--- config.mk ---
export PLATFORM = sky130hd
export DESIGN_NAME = serial_port_arbiter
export DESIGN_NICKNAME = d
export VERILOG_FILES = /design/src/rtl/serial_port_arbiter.sv
export SDC_FILE = /design/constraint.sdc
export NUM_CORES = 1
export LEC_CHECK = 0
export ABC_CLOCK_PERIOD_IN_PS = 1700
export BUFFER_PORTS_ARGS = -buffer_cell sky130_fd_sc_hd__buf_2
export CAP_MARGIN = 10
export CORE_MARGIN = 10
export CORE_UTILIZATION = 44
export DETAILED_ROUTE_END_ITERATION = 6
export GPL_TIMING_DRIVEN = 0
export HOLD_SLACK_MARGIN = 0.03
export PLACE_DENSITY = 0.76
export SETUP_SLACK_MARGIN = 0.02
export SYNTH_ARGS = -nofsm -noshare
export SYNTH_HDL_FRONTEND = slang
export SYNTH_SLANG_ARGS = --single-unit
--- constraint.sdc ---
create_clock -name Clock -period 1.7 [get_ports Clock]
set_input_delay 0.17 -clock Clock [delete_from_list [all_inputs] [get_ports Clock]]
set_output_delay 0.17 -clock Clock [all_outputs]
set_load 0.02 [all_outputs]
--- src/rtl/serial_port_arbiter.sv ---
// Round-robin arbiter sharing the WiFi/Bluetooth 16550 register ports and WiFi reset line between two requesters.
// Define SERIAL_ARB_FIXED_PRIO_EN for fixed priority (requester 0 always wins ties).
module serial_port_arbiter #(
  parameter int unsigned ACCESS_CYCLES    = 4,
  parameter int unsigned RST_PULSE_CYCLES = 16
) (
  input  logic        Clock,
  input  logic        Reset_H,
  input  logic [1:0]  Req_Valid,
  output logic [1:0]  Req_Ready,
  input  logic [3:0]  Req_Port,
  input  logic [1:0]  Req_Write,
  input  logic [5:0]  Req_Reg,
  input  logic [15:0] Req_WrData,
  output logic [1:0]  Resp_Valid,
  output logic        Resp_Err,
  output logic [7:0]  Resp_RdData,
  output logic        WiFi_Port_Enable,
  output logic        Bluetooth_Port_Enable,
  output logic        WiFi_RST_n,
  output logic [2:0]  Uart_Reg,
  output logic        Uart_Write,
  output logic [7:0]  Uart_WrData,
  input  logic [7:0]  Uart_RdData
);

  typedef enum logic [1:0] {IDLE, ACCESS, PULSE, RESPOND} state_t;

  localparam logic [7:0] ACC_LAST = 8'(ACCESS_CYCLES - 1);
  localparam logic [7:0] RST_LAST = 8'(RST_PULSE_CYCLES - 1);

  state_t      state_q, state_d;
  logic [7:0]  cnt_q, cnt_d;
  logic        ptr_q, ptr_d;
  logic        own_q, own_d;
  logic [1:0]  port_q, port_d;
  logic        wr_q, wr_d;
  logic [2:0]  reg_q, reg_d;
  logic [7:0]  wd_q, wd_d;
  logic [7:0]  rdata_q, rdata_d;
  logic        win;
  logic [1:0]  ready;

`ifdef SERIAL_ARB_FIXED_PRIO_EN
  assign win = Req_Valid[0] ? 1'b0 : 1'b1;
`else
  // On a tie the requester that did not win last time is served.
  assign win = (&Req_Valid) ? ~ptr_q : Req_Valid[1];
`endif

  always_comb begin
    state_d = state_q;
    cnt_d   = cnt_q;
    ptr_d   = ptr_q;
    own_d   = own_q;
    port_d  = port_q;
    wr_d    = wr_q;
    reg_d   = reg_q;
    wd_d    = wd_q;
    rdata_d = rdata_q;
    ready   = '0;
    unique case (state_q)
      IDLE: begin
        if (|Req_Valid) begin
          ready[win] = 1'b1;
          own_d      = win;
          ptr_d      = win;
          port_d     = win ? Req_Port[3:2]    : Req_Port[1:0];
          wr_d       = win ? Req_Write[1]     : Req_Write[0];
          reg_d      = win ? Req_Reg[5:3]     : Req_Reg[2:0];
          wd_d       = win ? Req_WrData[15:8] : Req_WrData[7:0];
          cnt_d      = '0;
          rdata_d    = '0;
          unique case (win ? Req_Port[3:2] : Req_Port[1:0])
            2'd0, 2'd1: state_d = ACCESS;
            2'd2:       state_d = PULSE;
            default: begin
              state_d = RESPOND;
              rdata_d = '1;
            end
          endcase
        end
      end
      ACCESS: begin
        if (cnt_q == ACC_LAST) begin
          if (!wr_q) rdata_d = Uart_RdData;
          state_d = RESPOND;
        end else begin
          cnt_d = cnt_q + 8'd1;
        end
      end
      PULSE: begin
        if (cnt_q == RST_LAST) state_d = RESPOND;
        else                   cnt_d   = cnt_q + 8'd1;
      end
      RESPOND: state_d = IDLE;
      default: state_d = IDLE;
    endcase
  end

  always_ff @(posedge Clock) begin
    if (Reset_H) begin
      state_q <= IDLE;
      cnt_q   <= '0;
      ptr_q   <= 1'b1;
      own_q   <= 1'b0;
      port_q  <= '0;
      wr_q    <= 1'b0;
      reg_q   <= '0;
      wd_q    <= '0;
      rdata_q <= '0;
    end else begin
      state_q <= state_d;
      cnt_q   <= cnt_d;
      ptr_q   <= ptr_d;
      own_q   <= own_d;
      port_q  <= port_d;
      wr_q    <= wr_d;
      reg_q   <= reg_d;
      wd_q    <= wd_d;
      rdata_q <= rdata_d;
    end
  end

  // Accept is combinational in IDLE so the grant cycle is the cycle the request is seen.
  assign Req_Ready             = Reset_H ? 2'b00 : ready;
  assign Resp_Valid            = (state_q == RESPOND) ? (own_q ? 2'b10 : 2'b01) : 2'b00;
  assign Resp_Err              = (state_q == RESPOND) && (port_q == 2'd3);
  assign Resp_RdData           = rdata_q;
  assign WiFi_Port_Enable      = (state_q == ACCESS) && (port_q == 2'd0);
  assign Bluetooth_Port_Enable = (state_q == ACCESS) && (port_q == 2'd1);
  assign WiFi_RST_n            = (state_q != PULSE);
  assign Uart_Reg              = reg_q;
  assign Uart_Write            = (state_q == ACCESS) && wr_q;
  assign Uart_WrData           = wd_q;

endmodule

# Yosys cells after proc, flatten, opt, wreduce, memory -nomap -nowiden
# Cells that the tools add are included.
dict set report classes {
  div_mod_pow 0
  bitwise_logic 1
  magnitude_cmp 2
  reduce_logical 18
  shifts 0
  n_eq_ne 16
  addsub 1
  mux 26
  mul 0
}
# op n
set ops {}
lappend ops {{two-way mux 8 bit} 8}
lappend ops {{case mux 8 bit (3 select lines)} 1}
lappend ops {{two-way mux 2 bit} 9}
lappend ops {{case mux 8 bit (2 select lines)} 1}
lappend ops {{!= test 2 bit (second input constant)} 7}
lappend ops {{adder 8 x 1 -> 8 bit (second input constant)} 1}
lappend ops {{== test 2 bit (second input constant)} 4}
lappend ops {{== test 8 x 2 -> 1 bit (second input constant)} 1}
lappend ops {{== test 8 x 4 -> 1 bit (second input constant)} 1}
lappend ops {{case mux 2 bit (4 select lines)} 1}
lappend ops {{AND reduction 4 bit} 2}
lappend ops {{== test 2 x 1 -> 1 bit (second input constant)} 3}
lappend ops {{zero test 2 bit} 3}
lappend ops {{logical AND 1 bit} 5}
lappend ops {{case mux 2 bit (2 select lines)} 1}
lappend ops {{AND reduction 2 bit} 2}
lappend ops {{OR reduction 2 bit} 2}
lappend ops {{two-way mux 1 bit} 3}
lappend ops {{two-way mux 3 bit} 1}
lappend ops {{AND reduction 3 bit} 1}
lappend ops {{nonzero test 3 bit} 1}
lappend ops {{OR reduction 3 bit} 1}
lappend ops {{< comparator 1 x 2 -> 1 bit (second input constant)} 1}
lappend ops {{nonzero test 2 bit} 1}
lappend ops {{other kinds (3)} 3}
dict set report totals {
  mem_bits_rw 0
  register_bits 34
  romBits 0
  n_memories 0
  wordCells 73
  latchBits 0
}

# Depth between registers and ports, before layout
# Gate-level depths: netlist (run 1).
dict set report depth {
  word_depth 9
  ltp_mapped 8
}

# Worst setup path after synthesis (run 1)
# No wires, ideal clock.
dict set report synth_path {
  path_type {reg-to-reg}
  startpoint {register state_q[1]}
  endpoint {register cnt_q[2]}
  required_time_ns 1.583
  setup_time_ns 0.117
  synth_period_minus_slack_ns 1.883
  path_slack_ns -0.183
  stages_incl_launch_ff 9
  t_arrival_ns 1.765
  path_cell_list {dfxtp_1 inv_1 ha_1 clkbuf_1 nor3b_1 o211ai_1 and3_1 buf_2 a32o_1}
}
dict set report synth_between {
  elab_chain_len 3
}
# element line_no
set synth_rtl {}
lappend synth_rtl {{start, declared} 32} ;# state_t state_q, state_d;
lappend synth_rtl {{start signal, assigned} 113} ;# state_q <= state_d;
lappend synth_rtl {{== test 2 bit (tied with other cells)} 62} ;# unique case (state_q)
lappend synth_rtl {{!= test 2 bit (no line) or nonzero test 3 bit (tied branches)} n/a}
lappend synth_rtl {{AND reduction 4 bit (no line)} n/a}
lappend synth_rtl {{end signal, assigned} 114} ;# cnt_q <= cnt_d;
lappend synth_rtl {{end, declared} 33} ;# logic [7:0] cnt_q, cnt_d;
# Parallel ways exist; a longest one is shown, timed or not.
# A chain may end at the register's enable or synchronous reset.

# Final worst setup path (run 1)
dict set report layout_path {
  startpoint {register cnt_q[4]}
  endpoint {register rdata_q[7], in the netlist Resp_RdData[7]}
}
dict set report layout_between {
  elab_chain_len 3
}
# element line_no
set layout_rtl {}
lappend layout_rtl {{== test 8 x 2 -> 1 bit} 85} ;# if (cnt_q == ACC_LAST) begin
lappend layout_rtl {{!= test 2 bit (no line)} n/a}
lappend layout_rtl {{AND reduction 4 bit (no line)} n/a}
lappend layout_rtl {{end signal, assigned} 121} ;# rdata_q <= rdata_d;
lappend layout_rtl {{end, declared} 40} ;# logic [7:0] rdata_q, rdata_d;
# Every way passes these cells.

==> results.tsv, run 1 <==
metric	value	unit
cp-end-kind	flip-flop	
nNetsFinal	331	
max_stage_delay	0.57	ns
rsz0062_at_grt	yes	
antenna_found_initial	0	
ys_seq_elements	34	
drv_slew	0	
p_per_area	1770	nW/um^2
tightest_slew	0.596	ns
holdPathEnd	Uart_WrData[2]	
maxSlewHeadroom	60.3	%
switchingPower	2.00	mW
synthAdderAreaFrac	4.23	%
netlist_area	1780	sq um
worstPathRequired	1.85	ns
status	finished with violations	
combPwrFrac	60.1	%
synth-xor-area-share	0	%
grt_pass1_vias	1759	
cp_max_fo	8	
antenna_left	0	
layout_setup_ws	-0.0464	ns
setup_violations	11	
p_leak	1.13	nW
crit_family	simple AND/OR/NAND/NOR gates	
synth.area.top_cells	dfxtp_1, mux2i_1, ha_1	
wirelength	5.52	mm
grt_pass1_wl	8.54	mm
first_iter_violations	181	
grt.met2_usage	23.2	%
intPower	2.57	mW
avgSynthCellArea	8.62	sq um
via_count	1894	
drive_gt1_share	44.8	%
clkSlewWorstSetupHoldPaths	0.07	ns
cts_sinks	34	
boundaryPins	68	
r2r_end	Resp_RdData[7]	
worstSetupStartpointType	flip-flop	
drv_cap	0	
place_congestion	0.846	
path_buf_inv	0	
worstPathArrival	1.89	ns
hp-start	Req_WrData[10]	
r2r_start	cnt_q[4]	
gr-usage-all-layers	14.3	%
seq_area_frac_synth	38.3	%
path_cells	or4_4, nor4_4, o221a_4, a221oi_2	
die_w	83.5	um
core_area	3940	sq um
dp.final_hpwl	3.68	mm
wire_per_inst	16.4	um
diodes	0	
hold_violations	0	
grt_busiest_layer	met2	
rows	23	
p_sw_share	43.8	%
clk_latency	0.29	ns
cts_tree	done	
die-area	6980	sq um
worstHoldPathType	primary input to flip-flop	
grt_max_degree	11	
hold_depth	3	
clockBufferDepth	2	
synth_fp_nets	252	
root_buffer	clkbuf_8	
synth_edf_count	0	
reg2reg_slack	-0.05	ns
dp_cells	322	
power_frac_seq	26.3	%
final_util	65.5	%
syn-instance-count	206	
ff2ff_path_depth	4	
crit_type	flip-flop to flip-flop	
synth-async-reset-ratio	0	%
cts_made_buffers	5	
synthMuxAreaShare	6.27	%
initial_core_util	45.1	%
grt.overflow.total	0	
worst_path_max_delay_cell	or4_4	
grt_util_met1	17.0	%
fin_cells	336	
power.clock.fraction	13.6	%
violations	setup timing	
synth_top_cell_by_area	dfxtp_1	
port_buffers	66	
period_needed	1.75	ns
synth_top_family_by_area	simple AND/OR/NAND/NOR gates	
synth_compound_area_share	21.1	%
skew	0.00635	ns
synthFlopType	dfxtp_1	
viasPerCell	5.64	
synth_simple_gate_area_share	24.4	%
fin_crit_sh	103	%
vdd_ir_drop_max	0.859	mV
synth.distinct_cells	43	
synth_top_area_share	38.3	%
grtUsageMet3	4.49	%
area_delta_synth_final	45.4	%
htree_levels	2	
drc	0	
dieHeight	83.5	um
firstDrtPassIters	7	
fmax	573	MHz
yosys_warnings	0	
power by group through the flow:
stage	logic (mW)	clock network [mW]	registers [mW]
floorplan	1.45	0	1.38
global placement	2.17	0	1.19
detailed placement	2.20	0	1.20
CTS	2.47	0.619	1.18
global route	2.99	0.667	1.23
finish	2.75	0.622	1.20
what timing repair did:
item	in CTS	in global routing
setup buffers	4	7
setup endpoints to repair	37	27
hold buffers	0	0
pin swaps	8	7
resized for setup	29	25
how the worst max path moves through the flow:
stage | endpoint | cells after the start | start
after floorplan | cnt_q[2] | 8 | state_q[1]
after global placement | cnt_q[3] | 7 | state_q[0]
after detailed placement | cnt_q[2] | 8 | state_q[1]
after CTS | cnt_q[7] | 6 | state_q[0]
after global routing | Resp_RdData[2] | 4 | cnt_q[4]
final | Resp_RdData[7] | 4 | cnt_q[4]
worst min-delay path, stage by stage:
cell      delay [ns]
buf_2           0.07
a222oi_1        0.05
nor2_1          0.08
sequential cells by signal, indices dropped and copies added, names as in the netlist:
name,count
Resp_RdData,8
Uart_WrData,8
cnt_q,8
Uart_Reg,3
port_q,2
state_q,2
own_q,1
ptr_q,1
wr_q,1
synth_stat cells (2+ instances only):
library cell and instances:
nand2_1 19, a21oi_1 4, nand2b_1 3, a211o_1 2, nor3b_1 3, ha_1 6, a32o_1 6, o21ai_0 6
dfxtp_1 34, inv_1 11, a211oi_1 8, mux2i_1 10, nand3_1 7, nor2b_1 3, buf_2 2, and3_1 6
clkbuf_1 10, a221oi_1 8, and2_1 3, nor4_1 3, nor2_1 20, a222oi_1 6, nor3_1 6
per-layer routing:
metal | wire length (um) | share of wire [%]
met1 | 2300 | 42
met5 | 0 | 0
met4 | 133 | 2.4
met3 | 386 | 7.0
met2 | 2700 | 49
per-stage QoR:
step / area (sq um) / setup slack (ns) / setup TNS, ns / power, mW / hold slack (ns)
2_1_floorplan: 1830 / -0.00818 / -0.0486 / 2.83 / 0.320
3_3_place_gp: 2220 / -0.216 / -3.41 / 3.36 / 0.411
3_5_place_dp: 2220 / -0.253 / -4.03 / 3.40 / 0.416
4_1_cts: 2450 / -0.0301 / -0.0826 / 4.27 / 0.125
5_1_grt: 2580 / -0.129 / -1.02 / 4.89 / 0.146
6_report: 2580 / -0.0464 / -0.351 / 4.57 / 0.127
cell type report:
type	count	area, sq um
plain buffers	9	60.1
clock buffers	7	86.3
clock inverters	1	5.00
fillers	325	1360
inverters	12	50.0
multi-input cells	146	1210
flip-flops and latches	34	693
well taps	50	62.6
repair buffers	77	417
cells in the final DEF, fill, tap and decap left out, types with 3 or more instances in the layout:
cell type and count:
inv_1 9, buf_4 10, buf_6 3, a221oi_2 8, a21oi_1 4, ha_4 3
clkbuf_1 6, dfxtp_1 30, nand2b_1 3, clkbuf_8 7, nand3_1 4, and3_1 3
a211oi_1 8, a222oi_1 6, nand3_2 3, dfxtp_4 3, nand2_1 19, nor2b_1 3
mux2i_1 10, and2_1 3, a32o_1 6, o21ai_0 6, nor3_1 5, nor2_1 18
buf_2 65
kinds of logic (layout without fill, tap and decap cells):
logic type	count (synthesis)	in the layout
multiplexers	11	11
AO/OA/AOI/OAI	47	47
adder cells (fa/ha/maj)	6	6
buffers and inverters	26	106
flip-flops	34	34
AND/OR/NAND/NOR	82	82
Note: power is estimated with default switching activity, not from simulation.
==> run 2: changes to the inputs <==
--- a/config.mk
+++ b/config.mk
@@ -9,11 +9,11 @@
 export BUFFER_PORTS_ARGS = -buffer_cell sky130_fd_sc_hd__buf_2
 export CAP_MARGIN = 10
 export CORE_MARGIN = 10
-export CORE_UTILIZATION = 44
+export CORE_UTILIZATION = 38
 export DETAILED_ROUTE_END_ITERATION = 6
 export GPL_TIMING_DRIVEN = 0
 export HOLD_SLACK_MARGIN = 0.03
-export PLACE_DENSITY = 0.76
+export PLACE_DENSITY = 0.67
 export SETUP_SLACK_MARGIN = 0.02
 export SYNTH_ARGS = -nofsm -noshare
 export SYNTH_HDL_FRONTEND = slang
==> run 2 against run 1 <==
The run still ends with setup timing left. Worst setup slack got worse by 0.0080 ns. Combinational power fell by 7%. Register-to-register slack barely moved. Total power fell by 4.6%. Critical path depth rose by 2. Via count fell by 4.2%. Sequential share of layout area rose by 1.1 points. Global-route usage fell by 1.6 points. Clock power barely moved. Core utilization fell by 9.7 points. Die area rose by 12%. Flip-flop and latch count did not move. Critical path type unchanged. Largest power group unchanged.
==> results.tsv, run 2 (synthesis results as in run 1) <==
metric	value	unit	change
firstDrtPassIters	7		unchanged
dp_slack	-0.247	ns	+0.00574 ns
first_iter_violations	178		-1.7%
cp-end-kind	flip-flop		
via_count	1815		-4.2%
vdd_ir_drop_max	0.701	mV	-18%
cts_tree	done		
dieHeight	88.4	um	+5.8%
setup_violations	14		+3
fin_cells	334		-0.60%
core_area	4440	sq um	+13%
maxSlewHeadroom	60.7	%	+0.44 points
antenna_left	0		unchanged
skew	0.00314	ns	-0.00321 ns
diodes	0		unchanged
grt.overflow.total	0		unchanged
period_needed	1.75	ns	+0.00805 ns
crit_type	flip-flop to flip-flop		
initial_core_util	40.0	%	-5.1 points
regArea	693	sq um	unchanged
port_buffers	66		unchanged
multi_input_area	1150	sq um	-4.9%
nNetsFinal	327		-1.2%
cts_made_buffers	5		unchanged
fmax	570	MHz	-0.46%
viasPerCell	5.43		-3.6%
grt_pass1_wl	8.07	mm	-5.5%
fillCellCount	419		+29%
worstHoldPathType	primary input to flip-flop		
clk_latency	0.28	ns	about the same
worstSetupStartpointType	flip-flop		
root_buffer	clkbuf_8		
path_cells	buf_4, nor4_1, o211ai_1, buf_4, and3_4, a32o_1		
grt_max_degree	11		unchanged
drc	0		unchanged
hold_violations	0		unchanged
clockBufferDepth	2		unchanged
clkSlewWorstSetupHoldPaths	0.07	ns	about the same
cts_sinks	34		unchanged
place_congestion	0.804		-4.9%
fin_setup_tns	-0.479	ns	-0.129 ns
rsz0062_at_grt	yes		
cts_hold_buf	0		unchanged
antenna_found_initial	0		unchanged
path_common_cell	buf_4		
htree_levels	2		unchanged
p_leak	1.10	nW	-3.0%
die_w	88.4	um	+5.8%
area_delta_synth_final	39.6	%	
tightest_slew	0.589	ns	-0.00666 ns
boundaryPins	68		unchanged
drv_cap	0		unchanged
violations	setup timing		
layout_common_cells	buf_2, dfxtp_1, nor2_1, nand2_1, mux2i_1		
max_stage_delay	0.39	ns	-0.18 ns
final_common_cell	buf_2		
worstPathArrival	1.93	ns	+0.04 ns
dp.final_hpwl	3.80	mm	+3.1%
p_per_area	1760	nW/um^2	-0.71%
worst_path_max_delay_cell	nor4_1		
wirelength	5.14	mm	-6.8%
gr-usage-all-layers	12.7	%	-1.6 points
status	finished with violations		
worstPathRequired	1.88	ns	+0.03 ns
grt_pass1_vias	1697		-3.5%
drv_slew	0		unchanged
cp_max_fo	6		-2
fin_area	2480	sq um	-4.0%
die-area	7810	sq um	+12%
layout_setup_ws	-0.0544	ns	-0.00805 ns
dp_cells	324		+0.62%
fin_crit_sh	103	%	+0.47 points
finalPower	4.36	mW	-4.6%
rows	24		+4.3%
wire_per_inst	15.4	um	-6.2%
drive_gt1_share	41.8	%	-2.9 points
place_area	2230	sq um	+0.11%
==> run 2: changes by cell type in the layout (fill, tap and decap cells not counted), sizes merged <==
| cell | previous run | this run |
|---|---|---|
| clkbuf | 15 | 16 |
| buf | 78 | 73 |
==> run 2: worst max-delay path: cells and delay by family, from the launching register on <==
kind | cells | cell delay, ns
and+or+nand+nor | 2 | 0.56
AOI/OAI and AO/OA | 2 | 0.40
DFF | 1 | 0.34
buffers and inverters | 2 | 0.34
==> run 2: through the flow <==
stage	util, %	hold WS (ns)
finish	55.8	0.125
global route	55.8	0.129
CTS	54.9	0.122
detailed placement	50.1	0.417
global placement	50.1	0.412
floorplan	-	0.320
==> run 2: layer usage <==
layer  part of all wire, %  GRT usage, %  up-vias
met1                    42          15.3      825
li1                      -             -      916
met5                     0             0        -
met4                   1.3          4.41        0
met2                    47          20.8       69
met3                   9.0          4.04        5
==> run 2: repair_timing <==
item | in CTS | in global routing
pin swaps | 7 | 1
gates resized for setup | 28 | 9
buffers inserted | 4 | 2
endpoints found under the setup margin | 37 | 25
==> run 2: final timing paths <==
kind	from	endpoint	slack [ns]	cells after the start
worst max register to register	cnt_q[4]	cnt_q[4]	-0.05	6
worst min-delay path	Req_WrData[11]	Uart_WrData[3]	0.13	3
worst min register to register	Resp_RdData[3]	Resp_RdData[3]	0.46	2
worst max-delay path	cnt_q[4]	cnt_q[4]	-0.05	6
==> run 2: power by group <==
part | internal, mW | leakage, nW | switching [mW]
clock network | 0.327 | 0.0482 | 0.292
logic | 1.09 | 0.768 | 1.46
registers | 1.05 | 0.282 | 0.141
==> run 2: cell type report <==
cell class,instances,area share [%]
inverter,12,1.82
multi-input combinational,146,46.4
tap,52,2.62
buffer,10,2.32
timing repair buffer,72,15.2
sequential,34,27.9
clock inverter,1,0.202
clock buffer,7,3.48
